[config.mk]
export PLATFORM = sky130hd
export DESIGN_NAME = ram_arbiter
export DESIGN_NICKNAME = d
export VERILOG_FILES = /design/src/rtl/ram_arbiter.sv
export SDC_FILE = /design/constraint.sdc
export NUM_CORES = 1
export LEC_CHECK = 0
export ABC_AREA = 1
export BUFFER_PORTS_ARGS = -buffer_cell sky130_fd_sc_hd__clkbuf_2
export CORE_AREA = 2 2 226 228
export CTS_CLUSTER_SIZE = 30
export DETAILED_ROUTE_END_ITERATION = 10
export DIE_AREA = 0 0 228 230
export GPL_ROUTABILITY_DRIVEN = 1
export GPL_TIMING_DRIVEN = 0
export PLACE_DENSITY = 0.5
export REMOVE_ABC_BUFFERS = 1
export SYNTH_ARGS = -nofsm -noshare
export SYNTH_HDL_FRONTEND = slang
export SYNTH_SLANG_ARGS = --single-unit
export TNS_END_PERCENT = 30
[constraint.sdc]
create_clock -name clk -period 1.65 [get_ports clk]
set_clock_uncertainty 0.1 [all_clocks]
set_input_delay 0.165 -clock clk [delete_from_list [all_inputs] [get_ports clk]]
set_output_delay 0.165 -clock clk [all_outputs]
set_load 0.02 [all_outputs]
[src/rtl/ram_arbiter.sv]
// Two-port round-robin arbiter and access sequencer for the 32 x 64 data RAM.
// Port 0 is the CPU load/store path, port 1 the loader/debug master.
module ram_arbiter #(
  parameter int DATA_W = 64,
  parameter int ADDR_W = 64,
  parameter int DEPTH  = 32
) (
  input  logic              clk,
  input  logic              reset,
  input  logic              req0,
  input  logic              we0,
  input  logic [ADDR_W-1:0] addr0,
  input  logic [DATA_W-1:0] wdata0,
  output logic              ack0,
  output logic              err0,
  output logic [DATA_W-1:0] rdata0,
  input  logic              req1,
  input  logic              we1,
  input  logic [ADDR_W-1:0] addr1,
  input  logic [DATA_W-1:0] wdata1,
  output logic              ack1,
  output logic              err1,
  output logic [DATA_W-1:0] rdata1,
  output logic [ADDR_W-1:0] mem_address,
  output logic              mem_read_en,
  output logic              mem_write_en,
  output logic [DATA_W-1:0] mem_data_in,
  input  logic [DATA_W-1:0] mem_out
);

  typedef enum logic [1:0] {
    IDLE,
    ACCESS,
    RESP
  } state_e;

  state_e              state_q;
  logic                last_q;
  logic                sel_q;
  logic                we_q;
  logic                inr_q;
  logic                ack0_q, ack1_q;
  logic                err0_q, err1_q;
  logic [DATA_W-1:0]   rdata0_q, rdata1_q;
  logic [ADDR_W-1:0]   maddr_q;
  logic [DATA_W-1:0]   mdata_q;
  logic                mre_q, mwe_q;

  logic                gnt_d;
  logic                we_d;
  logic [ADDR_W-1:0]   addr_d;
  logic [DATA_W-1:0]   wdata_d;
  logic                inr_d;

  // Grant selection: a lone requester wins, a tie goes to the port
  // that was not granted last time.
  always_comb begin
    gnt_d   = 1'b0;
    if (req1 && (!req0 || !last_q))
      gnt_d = 1'b1;
    we_d    = gnt_d ? we1    : we0;
    addr_d  = gnt_d ? addr1  : addr0;
    wdata_d = gnt_d ? wdata1 : wdata0;
    inr_d   = addr_d < ADDR_W'(DEPTH);
  end

  // Sequencer: IDLE grants and presents the access, ACCESS captures
  // read data and raises ack, RESP drops ack and returns to IDLE.
  always_ff @(posedge clk) begin
    if (reset) begin
      state_q  <= IDLE;
      last_q   <= 1'b1;
      sel_q    <= 1'b0;
      we_q     <= 1'b0;
      inr_q    <= 1'b0;
      ack0_q   <= 1'b0;
      ack1_q   <= 1'b0;
      err0_q   <= 1'b0;
      err1_q   <= 1'b0;
      rdata0_q <= '0;
      rdata1_q <= '0;
      maddr_q  <= '0;
      mdata_q  <= '0;
      mre_q    <= 1'b0;
      mwe_q    <= 1'b0;
    end else begin
      unique case (state_q)
        IDLE: begin
          if (req0 || req1) begin
            sel_q   <= gnt_d;
            last_q  <= gnt_d;
            we_q    <= we_d;
            inr_q   <= inr_d;
            maddr_q <= addr_d;
            mdata_q <= wdata_d;
            mre_q   <= !we_d && inr_d;
            mwe_q   <= we_d && inr_d;
            state_q <= ACCESS;
          end
        end
        ACCESS: begin
          maddr_q <= '0;
          mdata_q <= '0;
          mre_q   <= 1'b0;
          mwe_q   <= 1'b0;
          if (sel_q) begin
            ack1_q <= 1'b1;
            err1_q <= !inr_q;
            if (!we_q)
              rdata1_q <= inr_q ? mem_out : '0;
          end else begin
            ack0_q <= 1'b1;
            err0_q <= !inr_q;
            if (!we_q)
              rdata0_q <= inr_q ? mem_out : '0;
          end
          state_q <= RESP;
        end
        RESP: begin
          ack0_q  <= 1'b0;
          ack1_q  <= 1'b0;
          err0_q  <= 1'b0;
          err1_q  <= 1'b0;
          state_q <= IDLE;
        end
        default: begin
          maddr_q <= '0;
          mdata_q <= '0;
          mre_q   <= 1'b0;
          mwe_q   <= 1'b0;
          state_q <= IDLE;
        end
      endcase
    end
  end

  assign ack0         = ack0_q;
  assign ack1         = ack1_q;
  assign err0         = err0_q;
  assign err1         = err1_q;
  assign rdata0       = rdata0_q;
  assign rdata1       = rdata1_q;
  assign mem_address  = maddr_q;
  assign mem_data_in  = mdata_q;
  assign mem_read_en  = mre_q;
  assign mem_write_en = mwe_q;

endmodule

==> reports/qor.yml <==
cts_sinks: 268
grt_max_degree: 107
cp_max_fo: 8
final-hold-violation-count: 0
finalCritPeriodShare_pct: 123
drive_gt1_share_pct: 30.9
synthSimpleGateAreaFrac_pct: 22.5
hold_path_end: "mem_address[9]$_SDFFE_PP0P_"
multi_input_area_mm2: 0.00498
power.leakage_nw: 9.33
gp_congestion: 0.929
ios: 588
critical_path_class: "flop to flop"
finalSetupViolCount: 196
synthAdderAreaFrac_pct: 0
postSynthCellCount: 1566
drv_slew: 0
grt_use_total_pct: 19.0
clk_pin_slew_ns: 0.06
syn_area_per_cell_um2: 6.98
worst_pin_slew_ns: 0.650
n_antenna_cell: 0
vias_per_cell: 4.44
r2r_cells: 10
failed_checks: "negative setup slack"
drt_iter0_drc: 741
synthArstFlopShare_pct: 0
ctsHtreeMaxLevel: 2
die_area_mm2: 0.0524
worstPathRequired_ns: 1.98
wl_per_cell_um: 17.5
rsz0062_at_grt: "true"
synth_top_family_by_area: "simple AND/OR/NAND/NOR gates"
powerDensity_mw_per_mm2: 934
portBuffers: 587
setup.worst_path.start_class: "flop"
synth_mux_area_share_pct: 0.0915
timing.final.ws_setup_ns: -0.377
r2r_start: "last_q$_SDFFE_PP1P_"
initial_core_util_pct: 21.9
postLayoutCoreUtil_pct: 39.8
die_w_um: 228
first_pass_iters: 6
grt_pass1_wl_um: 78500
die_h_um: 230
cap_violations: 0
ant_nets: 0
hp-start: "addr1[9]"
core_area_mm2: 0.0499
period_minus_slack_ns: 2.03
cts_root_buf: "clkbuf_16"
area_delta_synth_final_pct: 81.4
num_vias: 14015
r2r_slack_ns: -0.38
slew_headroom_pct: 56.7
whs_path_depth: 4
antenna_found_initial: 0
synth_compound_area_share_pct: 18.5
ys_warn_count: 0
finalNetCount: 2790
ys_seq_area_share_pct: 49.1
ir_drop_uv: 609
synth_xor_xnor_area_share_pct: 0
synth.distinct_cells: 21
regArea_mm2: 0.00537
synthFlopType: "dfxtp_1"
arrival_ns: 2.36
outcome: "complete, but fails checks"
clk_path_buf_depth: 3
cp-end-kind: "flop"
finalNonFillerCells: 3157
timing.fmax_ghz: 0.493
grt_pass1_vias: 14171
dp_cells: 2726
cts_tree: "done"
drc: 0
insertion_delay_ns: 0.52
r2r_end: "mem_write_en$_SDFFE_PP0P_"
hold_class: "primary input to flop"
numCtsBuffers: 34
overflow: 0
wl_um: 55200
pre_cts_ws_ns: -2.83
synth-seq-cells: 268
num-fill-cells: 5114
syn-cell-area_mm2: 0.0109
num_rows: 82
synth_edf_count: 0
dp_hpwl_um: 32300
-- cells in the final DEF, fill, tap and decap left out, types with 3 or more instances in the layout --
cell / instances
a21oi_1: 131
buf_12: 11
buf_16: 8
buf_4: 23
buf_6: 4
clkbuf_1: 12
clkbuf_16: 39
clkbuf_2: 586
clkbuf_8: 6
dfxtp_1: 264
dfxtp_2: 3
dlygate4sd3_1: 318
inv_1: 145
nand2_1: 515
nand2_2: 18
nand2_4: 9
nand2_8: 8
nand3_1: 41
nand3_4: 3
nor2_1: 27
nor2_2: 11
nor2_4: 10
o21ai_0: 179
o21ai_1: 68
o21ai_2: 6
o22ai_1: 11
-- Yosys cell counts, types with 2 or more instances --
cell        n  area [um^2]
o22ai_1    12         75.1
buf_2      28          140
clkbuf_1   71          267
nor2_1     45          169
buf_6       6         67.6
nand3_1    45          225
o21ai_0   246         1230
a21oi_1   132          661
o21ai_1     9         45.0
inv_1     151          567
buf_1       3         11.3
a211oi_1    2         15.0
dfxtp_1   268         5370
nand2_1   540         2030
nand3b_1    2         15.0
-- where the power goes --
group | internal (mW) | leakage (nW) | switching (mW)
clock | 4.27 | 0.512 | 2.81
sequential | 6.95 | 2.19 | 0.253
combinational | 1.77 | 6.62 | 2.48
total | 13.0 | 9.33 | 5.55
-- logic make-up after synthesis --
group,Yosys count
AOI/OAI and AO/OA,401
DFF,268
muxes,1
and+or+nand+nor,635
buffers and inverters,261
-- through the flow --
step / hold slack, ns / area, um^2 / TNS, ns / power [mW]
finish: 0.0265 / 19800 / -25.02 / 18.5
global route: 0.0182 / 19800 / -48.58 / 19.4
CTS: 0.00482 / 19300 / -35.46 / 18.6
detailed placement: 0.329 / 14500 / -300.62 / 10.4
global placement: 0.322 / 14200 / -1615.34 / 10.4
floorplan: 0.134 / 10400 / -789.92 / 8.94
-- what timing repair did --
| item | CTS | global route |
|---|---|---|
| setup endpoints to repair | 262 | 239 |
| setup buffers | 20 | 16 |
| hold endpoints to repair | 260 | 0 |
| pin swaps | 14 | 28 |
| gates resized for setup | 112 | 70 |
| hold buffers | 318 | 0 |
| gates cloned | 12 | 10 |
-- registers in the layout, indices dropped and copies added (netlist names), 2 cells and up --
name         cells
rdata1          64
mem_data_in     64
rdata0          64
state_q          2
mem_address     64
-- layer usage --
layer / up-vias / GRT usage [%] / wire length, um
li1: 6794 / - / -
met1: 6361 / 22.1 / 22600
met2: 643 / 31.8 / 25900
met3: 217 / 3.78 / 3420
met4: 0 / 12.4 / 3250
met5: - / 0 / 0
-- worst max-delay path by stage --
| stage | to | from |
|---|---|---|
| floorplan | mem_write_en$_SDFFE_PP0P_ | state_q[1]$_SDFFE_PP0N_ |
| finish | mem_write_en$_SDFFE_PP0P_ | last_q$_SDFFE_PP1P_ |
| CTS | mem_write_en$_SDFFE_PP0P_ | last_q$_SDFFE_PP1P_ |
| global route | mem_write_en$_SDFFE_PP0P_ | last_q$_SDFFE_PP1P_ |
| global placement | mem_write_en$_SDFFE_PP0P_ | req1 |
| detailed placement | mem_read_en$_SDFFE_PP0P_ | last_q$_SDFFE_PP1P_ |
-- area by class of cell --
type	count	area share, %
Inverter	151	3.03
Multi-Input combinational cell	1049	25.1
Clock buffer	52	4.99
Sequential cell	268	27.1
Timing Repair Buffer	959	35.2
Clock inverter	5	0.290
Timing Repair inverter	1	0.0568
Tap cell	672	4.24
-- worst max-delay path: stages, from the launching register on --
cell and delay [ns]:
dfxtp_4 0.37, nand2_8 0.12, nand2_8 0.14, buf_6 0.19, o21ai_4 0.30, nand2_2 0.08
nor2_2 0.13, nand3_4 0.12, nor2_4 0.16, nand2_2 0.09, o22ai_1 0.12
Note: power is estimated with default switching activity, not from simulation.
